`config.mk`:
```
export PLATFORM = sky130hd
export DESIGN_NAME = hazard_filter
export DESIGN_NICKNAME = d
export VERILOG_FILES = /design/src/rtl/hazard_filter.sv
export SDC_FILE = /design/constraint.sdc
export NUM_CORES = 1
export LEC_CHECK = 0
export ABC_AREA = 1
export CORE_ASPECT_RATIO = 1.5
export CORE_MARGIN = 3
export CORE_UTILIZATION = 30
export DETAILED_ROUTE_END_ITERATION = 8
export SETUP_SLACK_MARGIN = 0.5
export SLEW_MARGIN = 20
export SYNTH_ARGS = -nofsm -noshare
export SYNTH_HDL_FRONTEND = slang
export SYNTH_SLANG_ARGS = --single-unit
```
`constraint.sdc`:
```
create_clock -name clk -period 1.52 [get_ports clk]
set_clock_uncertainty 0.1 [all_clocks]
set_input_delay 0.304 -clock clk [delete_from_list [all_inputs] [get_ports clk]]
set_output_delay 0.304 -clock clk [all_outputs]
set_load 0.005 [all_outputs]
```
`src/rtl/hazard_filter.sv`:
```
// hazard_filter
//   Debounce / glitch filter placed directly after the hazard-corrected
//   3-input combinational block. The raw block output is synchronised and
//   must hold a new level for STABLE_CYCLES consecutive enabled samples
//   before it reaches dout. Every candidate transition that collapses early
//   (static hazard or runt pulse) is reported as a one-cycle glitch pulse and
//   counted in a saturating counter.
//
// Build option:
//   HAZARD_FILTER_SYNC_EN defined   : 2-flop input synchroniser,
//                                     latency 2+STABLE_CYCLES edges
//   HAZARD_FILTER_SYNC_EN undefined : single capture flop,
//                                     latency 1+STABLE_CYCLES edges
//
// Parameters:
//   STABLE_CYCLES  samples a new level must persist (1..15)
//   CNT_W          width of the glitch counter
//
// Ports:
//   clk         system clock, rising edge
//   rst         synchronous active-high reset
//   din         raw combinational output (asynchronous to clk)
//   en          sampling enable; 0 freezes filter state, synchroniser still runs
//   clr_cnt     synchronous clear of glitch_cnt / sat
//   dout        filtered level
//   rise, fall  one-cycle pulses on dout 0->1 / 1->0
//   glitch      one-cycle pulse when a candidate transition aborts
//   glitch_cnt  saturating count of aborted transitions
//   sat         high while glitch_cnt is all ones
module hazard_filter #(
  parameter int STABLE_CYCLES = 3,
  parameter int CNT_W         = 8
) (
  input  logic             clk,
  input  logic             rst,
  input  logic             din,
  input  logic             en,
  input  logic             clr_cnt,
  output logic             dout,
  output logic             rise,
  output logic             fall,
  output logic             glitch,
  output logic [CNT_W-1:0] glitch_cnt,
  output logic             sat
);

`ifdef HAZARD_FILTER_SYNC_EN
  localparam int SYNC_DEPTH = 2;
`else
  localparam int SYNC_DEPTH = 1;
`endif

  localparam logic [3:0] STABLE_LIM = 4'(STABLE_CYCLES);

  typedef enum logic {STABLE, CANDIDATE} state_t;

  // ---------------------------------------------------------------- capture
  logic [SYNC_DEPTH-1:0] sync_reg;
  logic                  din_s;

  generate
    for (genvar gi = 0; gi < SYNC_DEPTH; gi++) begin : g_sync
      always_ff @(posedge clk) begin
        if (rst) begin
          sync_reg[gi] <= 1'b0;
        end else if (gi == 0) begin
          sync_reg[gi] <= din;
        end else begin
          sync_reg[gi] <= sync_reg[(gi == 0) ? 0 : gi-1];
        end
      end
    end
  endgenerate

  assign din_s = sync_reg[SYNC_DEPTH-1];

  // ------------------------------------------------------------ filter state
  state_t           state_reg,  state_next;
  logic [3:0]       run_reg,    run_next;
  logic             dout_reg,   dout_next;
  logic             rise_reg,   rise_next;
  logic             fall_reg,   fall_next;
  logic             glitch_reg, glitch_next;
  logic [CNT_W-1:0] cnt_reg,    cnt_next;
  logic             sat_reg,    sat_next;
  logic             abort;
  logic [3:0]       run_inc;

  assign run_inc = run_reg + 4'd1;

  always_comb begin
    state_next  = state_reg;
    run_next    = run_reg;
    dout_next   = dout_reg;
    rise_next   = 1'b0;
    fall_next   = 1'b0;
    glitch_next = 1'b0;
    abort       = 1'b0;

    if (en) begin
      case (state_reg)
        STABLE: begin
          if (din_s != dout_reg) begin
            if (STABLE_CYCLES == 1) begin
              // A single differing sample is already enough: no candidate phase.
              dout_next = din_s;
              rise_next = din_s;
              fall_next = ~din_s;
            end else begin
              state_next = CANDIDATE;
              run_next   = 4'd1;
            end
          end
        end
        CANDIDATE: begin
          if (din_s == dout_reg) begin
            // Input fell back before qualifying: hazard / runt pulse.
            abort       = 1'b1;
            glitch_next = 1'b1;
            run_next    = 4'd0;
            state_next  = STABLE;
          end else if (run_inc == STABLE_LIM) begin
            dout_next  = din_s;
            rise_next  = din_s;
            fall_next  = ~din_s;
            run_next   = 4'd0;
            state_next = STABLE;
          end else begin
            run_next = run_inc;
          end
        end
        default: begin
          state_next = STABLE;
          run_next   = 4'd0;
        end
      endcase
    end

    // A clear coinciding with an abort keeps that abort in the count.
    cnt_next = cnt_reg;
    if (clr_cnt) begin
      cnt_next = abort ? CNT_W'(1) : '0;
    end else if (abort && (cnt_reg != '1)) begin
      cnt_next = cnt_reg + CNT_W'(1);
    end
    sat_next = &cnt_next;
  end

  always_ff @(posedge clk) begin
    if (rst) begin
      state_reg  <= STABLE;
      run_reg    <= 4'd0;
      dout_reg   <= 1'b0;
      rise_reg   <= 1'b0;
      fall_reg   <= 1'b0;
      glitch_reg <= 1'b0;
      cnt_reg    <= '0;
      sat_reg    <= 1'b0;
    end else begin
      state_reg  <= state_next;
      run_reg    <= run_next;
      dout_reg   <= dout_next;
      rise_reg   <= rise_next;
      fall_reg   <= fall_next;
      glitch_reg <= glitch_next;
      cnt_reg    <= cnt_next;
      sat_reg    <= sat_next;
    end
  end

  assign dout       = dout_reg;
  assign rise       = rise_reg;
  assign fall       = fall_reg;
  assign glitch     = glitch_reg;
  assign glitch_cnt = cnt_reg;
  assign sat        = sat_reg;

endmodule

```
==> results.toml <==
[hold_path]
min_path_type = "reg -> reg"

[sta]
setup_viol = 2
fin_crit_ps = 1550
rsz0062_at_grt = "yes"
relSlewSlack_pct = 83.3
fmax_mhz = 644
setup_slack_ps = -32.8
max_slew.worst_pin.slew_ps = 249
finalCritPeriodShare_pct = 102
final-hold-violation-count = 0
final-max-slew-violation-count = 0

[clock_network]
clockRootBuffer = "clkbuf_8"
cts-buffers-inserted = 3
cts_sinks = 19
cts_tree = "yes"
htree_levels = 1
hold_buffers = 0
clk_pin_slew_worst_paths_ps = 70
cts-root-to-sink-buffers = 2
insertion_delay_ps = 260

[run_status]
status = "complete, but fails checks"
failed_checks = "negative setup slack"

[power_and_ir_drop]
power_density_mw_per_mm2 = 491
total_leakage_power_nw = 0.857
ir_drop_v = 0.000592

[global_routing]
gr-total-overflow = 0
grt_pass1_wl_mm = 5.13
globalRouteTotalUtil_pct = 16.2
antenna_found_initial = 0
grt_max_degree = 13
grt_pass1_vias = 1246

[placed_design]
numPortBuffers = 17
place_congestion = 0.902
post_dp_cell_area_sq_mm = 0.00144
dp.final_hpwl_mm = 2.09
place_inst = 230

[setup_path]
cpLargestDelayFamily = "simple AND/OR/NAND/NOR gates"
cp_data_arrival_time_ps = 1650
path_common_cell = "buf_4"
path_class = "reg -> reg"
cp_num_buf_inv = 4
start_kind = "flip-flop"
cp_max_fo = 3
end_kind = "flip-flop"
cpMaxStageDelayCell = "dfxtp_4"
slowest_delay_ps = 360
worstPathCellList = "ha_4 > nand3_4 > inv_4 > buf_4 > buf_6 > buf_4 > nand3_2 > and3_4 > nand3_1 > nor2_1"
crit_required_ps = 1610

[final_layout]
area_growth_pct = 90.6
final_cell_count_no_fill = 260
final_area_sq_mm = 0.00198
multi_input_area_sq_um = 813
regArea_sq_um = 410
drive_gt1_share_pct = 61.4
final_nets = 229
fillers = 296
largest_register_ffs = 8
diodes = 0

[die]
io_pins = 18
core_sq_mm = 0.00325
die_area_sq_mm = 0.00422
num_rows = 25
start_util_pct = 32.0
die_y_um = 78.1
die_w_um = 54.1

[drt]
drt_pass1_iterations = 4
wire_per_inst_um = 12.6
met3_length_um = 112
drtIter0Drc = 17
met2_length_mm = 1.86
drc = 0
met1_length_mm = 1.15
finalWirelength_mm = 3.27
highest_layer = "met4"
vias = 1243
routed_via_density = 4.78
ant_nets = 0

[yosys]
post_synth.cell_area_avg_sq_um = 6.67
syn_inst = 156
ys_warn_count = 0
syn_area_sq_mm = 0.00104
ys_seq_area_share_pct = 36.6
yosysUniqueCellTypes = 24
synth_nets = 164
ys_ff_latch = 19

[run]
drv_cap = 0
## cell usage in the layout, fill, tap and decap left out, types with 5 or more instances in the layout
cell,n
inv_1,14
nand2_2,11
inv_2,5
nor2_1,13
buf_4,25
nor2_2,6
nand3_1,9
a21oi_2,5
buf_2,5
buf_6,26
nor2_4,8
nand2_4,6
nand2_1,30
nand3_2,6
dfxtp_4,6
dfxtp_1,7
dfxtp_2,6
## worst register-to-register path: cells and delay by family, from the launching register on
kind | cells | cell delay [ps]
and+or+nand+nor | 5 | 470
buffers and inverters | 4 | 400
DFF | 1 | 360
adders and majority gates | 1 | 170
## per-stage QoR
step	power (W)	util (%)	setup slack (ps)	hold WS, ps	TNS (ps)
2_1_floorplan	0.000558	-	127	273	0
3_3_place_gp	0.000596	44.4	-343	332	-2220
3_5_place_dp	0.000597	44.4	-381	346	-2680
4_1_cts	0.000963	55.7	-44.3	358	-69.6
5_1_grt	0.00101	60.9	-110	381	-427
6_report	0.000973	60.9	-32.8	367	-43.1
## Yosys cell counts (all sizes together)
library cell	count	area share [%]
a21oi	5	2.4
inv	22	7.9
buf	1	0.72
nor3	3	1.4
nand4	1	0.60
nand2	47	19
o22ai	1	0.60
o21bai	2	1.4
dfxtp	19	37
nor2	27	12
o21ai	2	0.96
clkbuf	1	0.36
ha	3	3.6
xnor2	4	3.4
and3	1	0.60
and2	1	0.60
nand3	16	8.2
## kinds of logic (layout without fill, tap and decap cells)
group | Yosys count | after routing | synth area share [%]
and+or+nand+nor | 96 | 96 | 42.0
buffers and inverters | 24 | 88 | 9.03
DFF | 19 | 19 | 36.6
AOI/OAI and AO/OA | 10 | 10 | 5.41
xor gates and xnor gates | 4 | 4 | 3.37
adders and majority gates | 3 | 3 | 3.61
## what timing repair did
item / in CTS / in global routing
pin swaps: 25 / 17
endpoints found under the setup margin: 31 / 32
cloned: 0 / 1
gates resized for setup: 111 / 32
buffers inserted: 19 / 6
## path summary, 6_finish.rpt
| path | cells after the start | slack, ps | from | to |
|---|---|---|---|---|
| worst max-delay path | 10 | -30 | glitch_cnt[1] | sat |
| worst min-delay path | 1 | 370 | din_s | fall |
| worst max register to register | 10 | -30 | glitch_cnt[1] | sat |
| worst min register to register | 1 | 370 | din_s | fall |
## area by class of cell
cell class | instances | share of cell area (%)
repair buffers | 62 | 28.9
well taps | 40 | 2.53
inverters | 22 | 4.55
flip-flops and latches | 19 | 20.7
clock buffers | 4 | 2.27
multi-input cells | 113 | 41.0
## report_power, final
group / switching [W] / internal, W
sequential: 0.00000788 / 0.000495
clock: 0.000160 / 0.000186
combinational: 0.0000643 / 0.0000598
## layer usage
metal  global-route usage (%)  vias up
met5                        0        -
met4                     10.2        0
met3                     2.66       14
met2                     29.5       28
met1                     15.9      588
li1                         -      613
(Power assumes the default switching activity.)
